<file path="src/rtl/cycle_sequencer_pkg.sv">
// Shared definitions for the M-cycle / T-state sequencer: state encoding
// and default geometry (T-states per M-cycle, M-cycles per instruction).
package cycle_sequencer_pkg;

  typedef enum logic [0:0] {
    ST_RUN  = 1'b0,
    ST_HALT = 1'b1
  } seq_state_e;

  localparam int DEF_N_STEPS    = 4;
  localparam int DEF_N_MCYCLES  = 8;

endpackage

</file>
<file path="src/rtl/cycle_sequencer_if.sv">
// Control bundle between the microcode engine (master) and the cycle
// sequencer (slave). Clock and reset travel as plain ports.
interface cycle_sequencer_if
  import cycle_sequencer_pkg::*;
#(
  parameter int N_STEPS   = DEF_N_STEPS,
  parameter int N_MCYCLES = DEF_N_MCYCLES
) ();

  logic                 i_IR_Fetch;
  logic                 i_Stall;
  logic                 i_Halt_Req;
  logic                 i_Wake;
  logic [N_STEPS-1:0]   o_Cycle_Step;
  logic [N_MCYCLES-1:0] o_Cycle_Count;
  logic                 o_Active;
  logic                 o_Instr_Start;
  logic                 o_Halted;
  logic                 o_Seq_Error;

  modport master (
    output i_IR_Fetch, i_Stall, i_Halt_Req, i_Wake,
    input  o_Cycle_Step, o_Cycle_Count, o_Active, o_Instr_Start,
           o_Halted, o_Seq_Error
  );

  modport slave (
    input  i_IR_Fetch, i_Stall, i_Halt_Req, i_Wake,
    output o_Cycle_Step, o_Cycle_Count, o_Active, o_Instr_Start,
           o_Halted, o_Seq_Error
  );

endinterface

</file>
<file path="src/rtl/cycle_sequencer_onehot_ring.sv">
// One-hot rotating ring register. Load forces bit0 and wins over advance;
// advance rotates one position left with the top bit wrapping to bit0.
module onehot_ring #(
  parameter int WIDTH = 4
) (
  input  logic             clk_i,
  input  logic             load_bit0_i,
  input  logic             advance_i,
  output logic [WIDTH-1:0] q_o
);

  localparam logic [WIDTH-1:0] BIT0 = WIDTH'(1);

  logic [WIDTH-1:0] q_q;
  logic [WIDTH-1:0] q_d;

  // Next ring value: load to bit0, rotate, or hold.
  always_comb begin
    q_d = q_q;
    if (load_bit0_i) begin
      q_d = BIT0;
    end else if (advance_i) begin
      q_d = {q_q[WIDTH-2:0], q_q[WIDTH-1]};
    end
  end

  // Ring storage.
  always_ff @(posedge clk_i) begin
    q_q <= q_d;
  end

  assign q_o = q_q;

endmodule

</file>
<file path="src/rtl/cycle_sequencer.sv">
// T-state / M-cycle sequencer for a microcoded CPU. Tracks the current
// T-state and M-cycle as one-hot rings, handles HALT entry/exit, flags
// M-cycle overflow, and pulses Instr_Start at T1 of every new instruction.
// Every output is taken straight from a register; inputs sampled at a clock
// edge shape the outputs of the cycle that follows that edge.
module cycle_sequencer
  import cycle_sequencer_pkg::*;
#(
  parameter int N_STEPS   = DEF_N_STEPS,
  parameter int N_MCYCLES = DEF_N_MCYCLES
) (
  input  logic               i_Clk,
  input  logic               i_Reset,
  cycle_sequencer_if.slave   bus
);

  localparam logic [0:0] S_RUN  = ST_RUN;
  localparam logic [0:0] S_HALT = ST_HALT;

  logic [N_STEPS-1:0]   step;
  logic [N_MCYCLES-1:0] count;

  logic [0:0] state_q,   state_d;
  logic       pending_q, pending_d;   // first fetch after reset not yet issued
  logic       start_q,   start_d;
  logic       active_q,  active_d;
  logic       err_q,     err_d;

  logic boundary;
  logic count_last;
  logic step_adv;
  logic cnt_load;
  logic cnt_adv;

  // Boundary = leaving the last T-state of an M-cycle on an unstalled clock.
  always_comb begin
    boundary   = step[N_STEPS-1] & ~bus.i_Stall;
    count_last = count[N_MCYCLES-1];
    // The first clock after reset re-presents T1 instead of rotating, so the
    // opening fetch gets a full T1 with Active and Instr_Start both high.
    step_adv   = ~bus.i_Stall & ~pending_q;
    cnt_load   = i_Reset
               | (boundary & ((state_q == S_HALT) | bus.i_IR_Fetch | count_last));
    cnt_adv    = boundary & (state_q == S_RUN) & ~bus.i_IR_Fetch & ~count_last;
  end

  onehot_ring #(.WIDTH(N_STEPS)) u_step_ring (
    .clk_i       (i_Clk),
    .load_bit0_i (i_Reset),
    .advance_i   (step_adv),
    .q_o         (step)
  );

  onehot_ring #(.WIDTH(N_MCYCLES)) u_count_ring (
    .clk_i       (i_Clk),
    .load_bit0_i (cnt_load),
    .advance_i   (cnt_adv),
    .q_o         (count)
  );

  // Next-state for RUN/HALT, Instr_Start pulse, overflow flag and Active.
  always_comb begin
    state_d   = state_q;
    pending_d = pending_q;
    start_d   = 1'b0;
    err_d     = err_q;
    if (bus.i_Stall) begin
      // Frozen: everything holds, no new-instruction pulse while stalled.
      start_d = 1'b0;
    end else if (pending_q) begin
      pending_d = 1'b0;
      start_d   = 1'b1;
    end else if (boundary) begin
      if (state_q == S_RUN) begin
        if (bus.i_IR_Fetch && bus.i_Halt_Req) begin
          state_d = S_HALT;
        end else if (bus.i_IR_Fetch) begin
          start_d = 1'b1;
        end else if (count_last) begin
          // Microcode ran past the last M-cycle: recover by refetching.
          err_d   = 1'b1;
          start_d = 1'b1;
        end
      end else if (bus.i_Wake) begin
        state_d = S_RUN;
        start_d = 1'b1;
      end
    end
    active_d = ~bus.i_Stall & (state_d == S_RUN);
  end

  // Control registers with synchronous reset.
  always_ff @(posedge i_Clk) begin
    if (i_Reset) begin
      state_q   <= S_RUN;
      pending_q <= 1'b1;
      start_q   <= 1'b0;
      active_q  <= 1'b0;
      err_q     <= 1'b0;
    end else begin
      state_q   <= state_d;
      pending_q <= pending_d;
      start_q   <= start_d;
      active_q  <= active_d;
      err_q     <= err_d;
    end
  end

  assign bus.o_Cycle_Step  = step;
  assign bus.o_Cycle_Count = count;
  assign bus.o_Active      = active_q;
  assign bus.o_Instr_Start = start_q;
  assign bus.o_Halted      = (state_q == S_HALT);
  assign bus.o_Seq_Error   = err_q;

endmodule
</file>
<file path="src/flat_wrapper.sv">
// flat-port wrapper written by rule: the top's interface ports become plain ports
module cycle_sequencer_flat import cycle_sequencer_pkg::*;
#(
  parameter int N_STEPS   = DEF_N_STEPS,
  parameter int N_MCYCLES = DEF_N_MCYCLES
)
  (i_Clk, i_Reset, bus_i_IR_Fetch, bus_i_Stall, bus_i_Halt_Req, bus_i_Wake, bus_o_Cycle_Step, bus_o_Cycle_Count, bus_o_Active, bus_o_Instr_Start, bus_o_Halted, bus_o_Seq_Error);
  cycle_sequencer_if #(.N_STEPS(N_STEPS), .N_MCYCLES(N_MCYCLES)) bus_i ();
  input  logic i_Clk;
  input  logic i_Reset;
  input wire logic [$bits(bus_i.i_IR_Fetch)-1:0] bus_i_IR_Fetch;
  input wire logic [$bits(bus_i.i_Stall)-1:0] bus_i_Stall;
  input wire logic [$bits(bus_i.i_Halt_Req)-1:0] bus_i_Halt_Req;
  input wire logic [$bits(bus_i.i_Wake)-1:0] bus_i_Wake;
  output wire logic [$bits(bus_i.o_Cycle_Step)-1:0] bus_o_Cycle_Step;
  output wire logic [$bits(bus_i.o_Cycle_Count)-1:0] bus_o_Cycle_Count;
  output wire logic [$bits(bus_i.o_Active)-1:0] bus_o_Active;
  output wire logic [$bits(bus_i.o_Instr_Start)-1:0] bus_o_Instr_Start;
  output wire logic [$bits(bus_i.o_Halted)-1:0] bus_o_Halted;
  output wire logic [$bits(bus_i.o_Seq_Error)-1:0] bus_o_Seq_Error;
  assign bus_i.i_IR_Fetch = bus_i_IR_Fetch;
  assign bus_i.i_Stall = bus_i_Stall;
  assign bus_i.i_Halt_Req = bus_i_Halt_Req;
  assign bus_i.i_Wake = bus_i_Wake;
  assign bus_o_Cycle_Step = bus_i.o_Cycle_Step;
  assign bus_o_Cycle_Count = bus_i.o_Cycle_Count;
  assign bus_o_Active = bus_i.o_Active;
  assign bus_o_Instr_Start = bus_i.o_Instr_Start;
  assign bus_o_Halted = bus_i.o_Halted;
  assign bus_o_Seq_Error = bus_i.o_Seq_Error;
  cycle_sequencer #(.N_STEPS(N_STEPS), .N_MCYCLES(N_MCYCLES)) u_core (.i_Clk(i_Clk), .i_Reset(i_Reset), .bus(bus_i));
endmodule
</file>
<file path="config.mk">
export PLATFORM = sky130hd
export DESIGN_NAME = cycle_sequencer_flat
export DESIGN_NICKNAME = d
export VERILOG_FILES = /design/src/rtl/cycle_sequencer_pkg.sv /design/src/rtl/cycle_sequencer_if.sv /design/src/rtl/cycle_sequencer_onehot_ring.sv /design/src/rtl/cycle_sequencer.sv /design/src/flat_wrapper.sv
export SDC_FILE = /design/constraint.sdc
export NUM_CORES = 1
export LEC_CHECK = 0
export BUFFER_PORTS_ARGS = -buffer_cell sky130_fd_sc_hd__buf_2
export CORE_MARGIN = 2
export CORE_UTILIZATION = 45
export DETAILED_ROUTE_END_ITERATION = 6
export PLACE_DENSITY_LB_ADDON = 0.08
export RECOVER_POWER = 100
export SLEW_MARGIN = 20
export SYNTH_ARGS = -nofsm -noshare
export SYNTH_HDL_FRONTEND = slang
export SYNTH_SLANG_ARGS = --single-unit
export TNS_END_PERCENT = 30
</file>
<file path="constraint.sdc">
create_clock -name i_Clk -period 1.76 [get_ports i_Clk]
set_input_delay 0.352 -clock i_Clk [delete_from_list [all_inputs] [get_ports i_Clk]]
set_output_delay 0.352 -clock i_Clk [all_outputs]
set_load 0.05 [all_outputs]
</file>
==> results of run 1 <==
-- synth_stat cells (2+ instances only) --
master and instances:
o21ai_0 4, buf_6 2, o21ai_1 2, nand2_1 15, a21oi_1 6, dfxtp_1 17
o22ai_1 2, inv_1 2, nand3_1 3, nor2_1 4
-- power by group --
part | total, uW | leakage (uW) | internal [uW] | switching (uW)
sequential | 398 | 0.000138 | 392 | 6.49
clock | 195 | 0.0000150 | 87.6 | 108
combinational | 55.9 | 0.000119 | 14.5 | 41.4
-- state kept, by name, summed over array words and instances (netlist names) --
name / flops
u_core.bus.o_Active: 1
u_core.bus.o_Halted: 1
u_core.bus.o_Instr_Start: 1
u_core.bus.o_Seq_Error: 1
u_core.pending_q: 1
u_core.u_count_ring.q_o: 8
u_core.u_step_ring.q_o: 4
-- worst min-delay path by stage --
stage	slack, ns	to	cells after the start	from
2_1_floorplan	0.51	u_core.pending_q	2	i_Reset
3_3_place_gp	0.45	u_core.bus.o_Seq_Error	2	u_core.bus.o_Seq_Error
3_5_place_dp	0.45	u_core.bus.o_Seq_Error	2	u_core.bus.o_Seq_Error
4_1_cts	0.39	u_core.bus.o_Seq_Error	2	i_Reset
5_1_grt	0.40	u_core.pending_q	3	bus_i_Stall
6_report	0.39	u_core.bus.o_Seq_Error	2	i_Reset
-- per-stage QoR --
step                      instance area, um2  instances  hold slack [ns]  power, uW
after floorplan                        683.2         75           0.5079      452.9
after global placement                 777.0        108           0.4483      466.2
after detailed placement               777.0        108           0.4514      466.9
after CTS                              803.3        112           0.3906      664.0
after global routing                   767.0        112           0.3996      680.2
final                                  767.0        112           0.3886      649.7
-- metal layers --
metal,GRT usage,up-vias,part of all wire
li1,-,302,-
met1,0.1847,258,0.46
met2,0.2455,10,0.48
met3,0.02553,2,0.043
met4,0.07273,0,0.017
met5,0,-,0
-- kinds of logic (layout without fill, tap and decap cells) --
family / count (synthesis) / after routing / share of synthesized area
AO/OA/AOI/OAI: 20 / 20 / 0.1868
flip-flops: 17 / 17 / 0.4982
AND/OR/NAND/NOR: 31 / 31 / 0.2436
buffers and inverters: 6 / 27 / 0.05677
multiplexers: 1 / 1 / 0.01465
-- area by class of cell --
| cell class | instances | area share |
|---|---|---|
| multi-input combinational | 52 | 0.3736 |
| inverter | 2 | 0.009788 |
| tap | 16 | 0.02610 |
| clock buffer | 4 | 0.03426 |
| timing repair buffer | 21 | 0.1126 |
| sequential | 17 | 0.4437 |
==> impl_metrics.ini, run 1 <==
[cts]
clk_latency_ns = 0.27
cts_inserted_buffers = 3
cts_max_level = 1
clk_pin_slew_ns = 0.09
cts_resized = 0
cts_tree = yes
cts_setup_buffers = 0
hold_buffers = 0
root_buffer = clkbuf_4
clock_sinks = 17
clockBufferDepth = 2

[place]
dp_slack_ns = 0.4438
io_buffers = 21
gp_congestion = 0.7040
dpl.hpwl_um = 921.1

[pwr]
irDropWorstVdd_v = 0.0005397
pwr_density_cell_mw_per_mm2 = 847.0
p_leak_uw = 0.0002723

[timing]
worst_pin_slew_ns = 0.6399
fmax_mhz = 647.1
final_hold_viol_count = 0
period_minus_slack_ns = 1.545
rsz0062_at_grt = no
relSlewSlack = 0.5701
setup_viol = 0
fin_ws_ns = 0.2146
finalClockSkew_ns = 0.004375
maxSlewViolCount = 0
fin_setup_tns_ns = 0
final.period_utilization = 0.8781

[finish]
postLayoutCoreUtil = 0.5213
mostFrequentLayoutCell = dfxtp_1
fillers = 161
final_cell_mix = dfxtp_1 (17), clkbuf_1 (16), nand2_1 (15)
nets = 103
drive_above_1_share = 0.1250
regArea_um2 = 340.3
area_delta_synth_final_pct = 12.27
n_antenna_cell = 0
multi_input_area_um2 = 286.5

[route]
firstDrtPassIters = 3
vias = 572
drtIter0Drc = 5
postRouteAntennaNets = 0
vias_per_cell = 5.107
drcViolationCount = 0
drt-wirelength-per-cell_um = 11.34
wl_um = 1270

[logic_synthesis]
ys_types = 28
synth.top_cell.area_share = 0.4982
yosysWarnings = 0
seq_area_frac_synth = 0.4982
synth_edf_count = 0
synth_ff_type = dfxtp_1
ys_seq_elements = 17
syn-num-nets = 81
async_flop_share = 0
synth_area_um2 = 683.2
syn_avg_cell_area_um2 = 9.109
syn_inst = 75
yosysTopAreaCell = dfxtp_1
yosys-top-cells-area = dfxtp_1 (50%), nand2_1 (8.2%), a21oi_1 (4.4%)

[global_routing]
grt_pass1_vias = 462
antenna_found_initial = 0
grtUsageTotal = 0.1484
gr-total-overflow = 0
grt_max_degree = 14
grt_pass1_wl_um = 2028

[floorplan]
num_rows = 14
die_h_um = 42.97
die_w_um = 42.97
num_io_pins = 22
core_mm2 = 0.001471
dieArea_mm2 = 0.001846
initial_core_util = 0.4643

[setup_path]
worst-path-stages = 1
crit_buf_inv = 1
path_delay_family = buffers and inverters
rr_worst_depth = 3
critPathLaunchType = flip-flop
cpPeakStageDelay_ns = 0.49
slowest_stage = clkbuf_1
r2r_slack_ns = 0.26
path_max_fanout = 6
endpoint = bus_o_Halted
crit_start = u_core.bus.o_Halted
r2r-start = u_core.u_count_ring.q_o[7]
crit_required_ns = 1.41
path_cells = clkbuf_1
critPathCaptureType = output port
worstReg2RegEnd = u_core.u_count_ring.q_o[2]
cp.arrival_ns = 1.19
crit_type = reg2out

[run]
drv_cap = 0

[worst_hold_path]
hp-class = in2reg

[status]
status = completed
Power figures use the tool's default switching activity.
==> inputs of run 2 (changes only) <==
--- a/config.mk
+++ b/config.mk
@@ -6,10 +6,9 @@
 export NUM_CORES = 1
 export LEC_CHECK = 0
 export BUFFER_PORTS_ARGS = -buffer_cell sky130_fd_sc_hd__buf_2
-export CORE_MARGIN = 2
 export CORE_UTILIZATION = 45
 export DETAILED_ROUTE_END_ITERATION = 6
-export PLACE_DENSITY_LB_ADDON = 0.08
+export PLACE_DENSITY = 0.75
 export RECOVER_POWER = 100
 export SLEW_MARGIN = 20
 export SYNTH_ARGS = -nofsm -noshare
==> impl_metrics.ini, run 2 (synthesis gave the netlist of run 1 again) <==
[setup_path]
path_max_fanout = 6
crit_buf_inv = 1
slowest_stage = clkbuf_1
path_cells = clkbuf_1
crit_required_ns = 1.41
r2r_slack_ns = 0.49
critPathCaptureType = output port
crit_start = u_core.bus.o_Halted
cpPeakStageDelay_ns = 0.50
path_delay_family = buffers and inverters
r2r-start = u_core.u_step_ring.q_o[3]
cp.arrival_ns = 1.22
critPathLaunchType = flip-flop
crit_type = reg2out

[pwr]
irDropWorstVdd_v = 0.0004688
pwr_density_cell_mw_per_mm2 = 857.2
p_leak_uw = 0.0002746

[worst_hold_path]
worstHoldStart = bus_i_Stall
hp-class = in2reg

[cts]
clockBufferDepth = 2
hold_buffers = 0
cts_setup_buffers = 0
cts_inserted_buffers = 3
root_buffer = clkbuf_4
clk_latency_ns = 0.28
clk_pin_slew_ns = 0.09
cts_resized = 0
cts_max_level = 1
clock_sinks = 17
cts_tree = yes

[finish]
fillers = 141
final_cell_mix = dfxtp_1 (17), nand2_1 (16), clkbuf_1 (16)
mostFrequentLayoutCell = dfxtp_1
area_delta_synth_final_pct = 12.09
n_antenna_cell = 0
nets = 103
drive_above_1_share = 0.1146
regArea_um2 = 340.3
multi_input_area_um2 = 286.5
largest_register_ff_count = 8

[timing]
final.period_utilization = 0.8936
period_minus_slack_ns = 1.573
fmax_mhz = 635.9
whs_ns = 0.3805
rsz0062_at_grt = no
fin_setup_tns_ns = 0
maxSlewViolCount = 0
worst_pin_slew_ns = 0.6056
final_hold_viol_count = 0
relSlewSlack = 0.5980
finalClockSkew_ns = 0.002968
setup_viol = 0

[place]
dpl.hpwl_um = 968.8
gp_congestion = 0.6644
io_buffers = 21

[global_routing]
grt_pass1_wl_um = 1849
grtUsageTotal = 0.1759
grt_max_degree = 14
antenna_found_initial = 0
gr-total-overflow = 0
grt_pass1_vias = 441

[floorplan]
initial_core_util = 0.5060
die_h_um = 40.97
core_mm2 = 0.001350
num_rows = 13
num_io_pins = 22
die_w_um = 40.97
dieArea_mm2 = 0.001678

[run]
drv_cap = 0

[route]
wl_um = 1303
drtIter0Drc = 18
firstDrtPassIters = 4
drt-wirelength-per-cell_um = 11.74
vias_per_cell = 5.288
drcViolationCount = 0
vias = 587
postRouteAntennaNets = 0

[status]
status = completed
## run 2: worst paths after layout
kind                                                    to  cells after the start
worst min register to register   u_core.u_step_ring.q_o[2]                      2
worst max register to register  u_core.u_count_ring.q_o[2]                      3
worst min-delay path                      u_core.pending_q                      3
worst max-delay path                          bus_o_Halted                      1
## run 2: where the power goes
group | switching (uW) | total, uW | internal [uW]
clock | 114 | 201 | 87.9
combinational | 41.8 | 56.5 | 14.7
sequential | 6.51 | 398 | 392
total | 162 | 656 | 495
## run 2: cell type report
class,count,share of cell area
Inverter,2,0.009804
Clock buffer,4,0.03431
Tap cell,15,0.02451
Multi-Input combinational cell,52,0.3742
Timing Repair Buffer,21,0.1127
Sequential cell,17,0.4444
## run 2: routing by layer
layer / global-route usage / up-vias / wire (um)
li1: - / 301 / -
met1: 0.2046 / 265 / 585
met2: 0.2813 / 19 / 614
met3: 0.03804 / 2 / 90
met4: 0.1250 / 0 / 13
met5: 0 / - / 0
## run 2: metrics by stage
step,instances,cell area (um2),power (uW),setup slack [ns],utilization
after CTS,111,802.0,669.2,0.3353,0.5941
final,111,765.7,656.4,0.1874,0.5672
after global placement,107,775.7,466.1,0.5549,0.5746
after global routing,111,765.7,686.8,0.1524,0.5672
after floorplan,75,683.2,452.9,0.3561,-
after detailed placement,107,775.7,467.0,0.5188,0.5746
## run 2: tightest hold or removal path: cells and delay by family
kind / cells / cell delay (ns)
buf+inv: 1 / 0.15
simple gates: 2 / 0.13
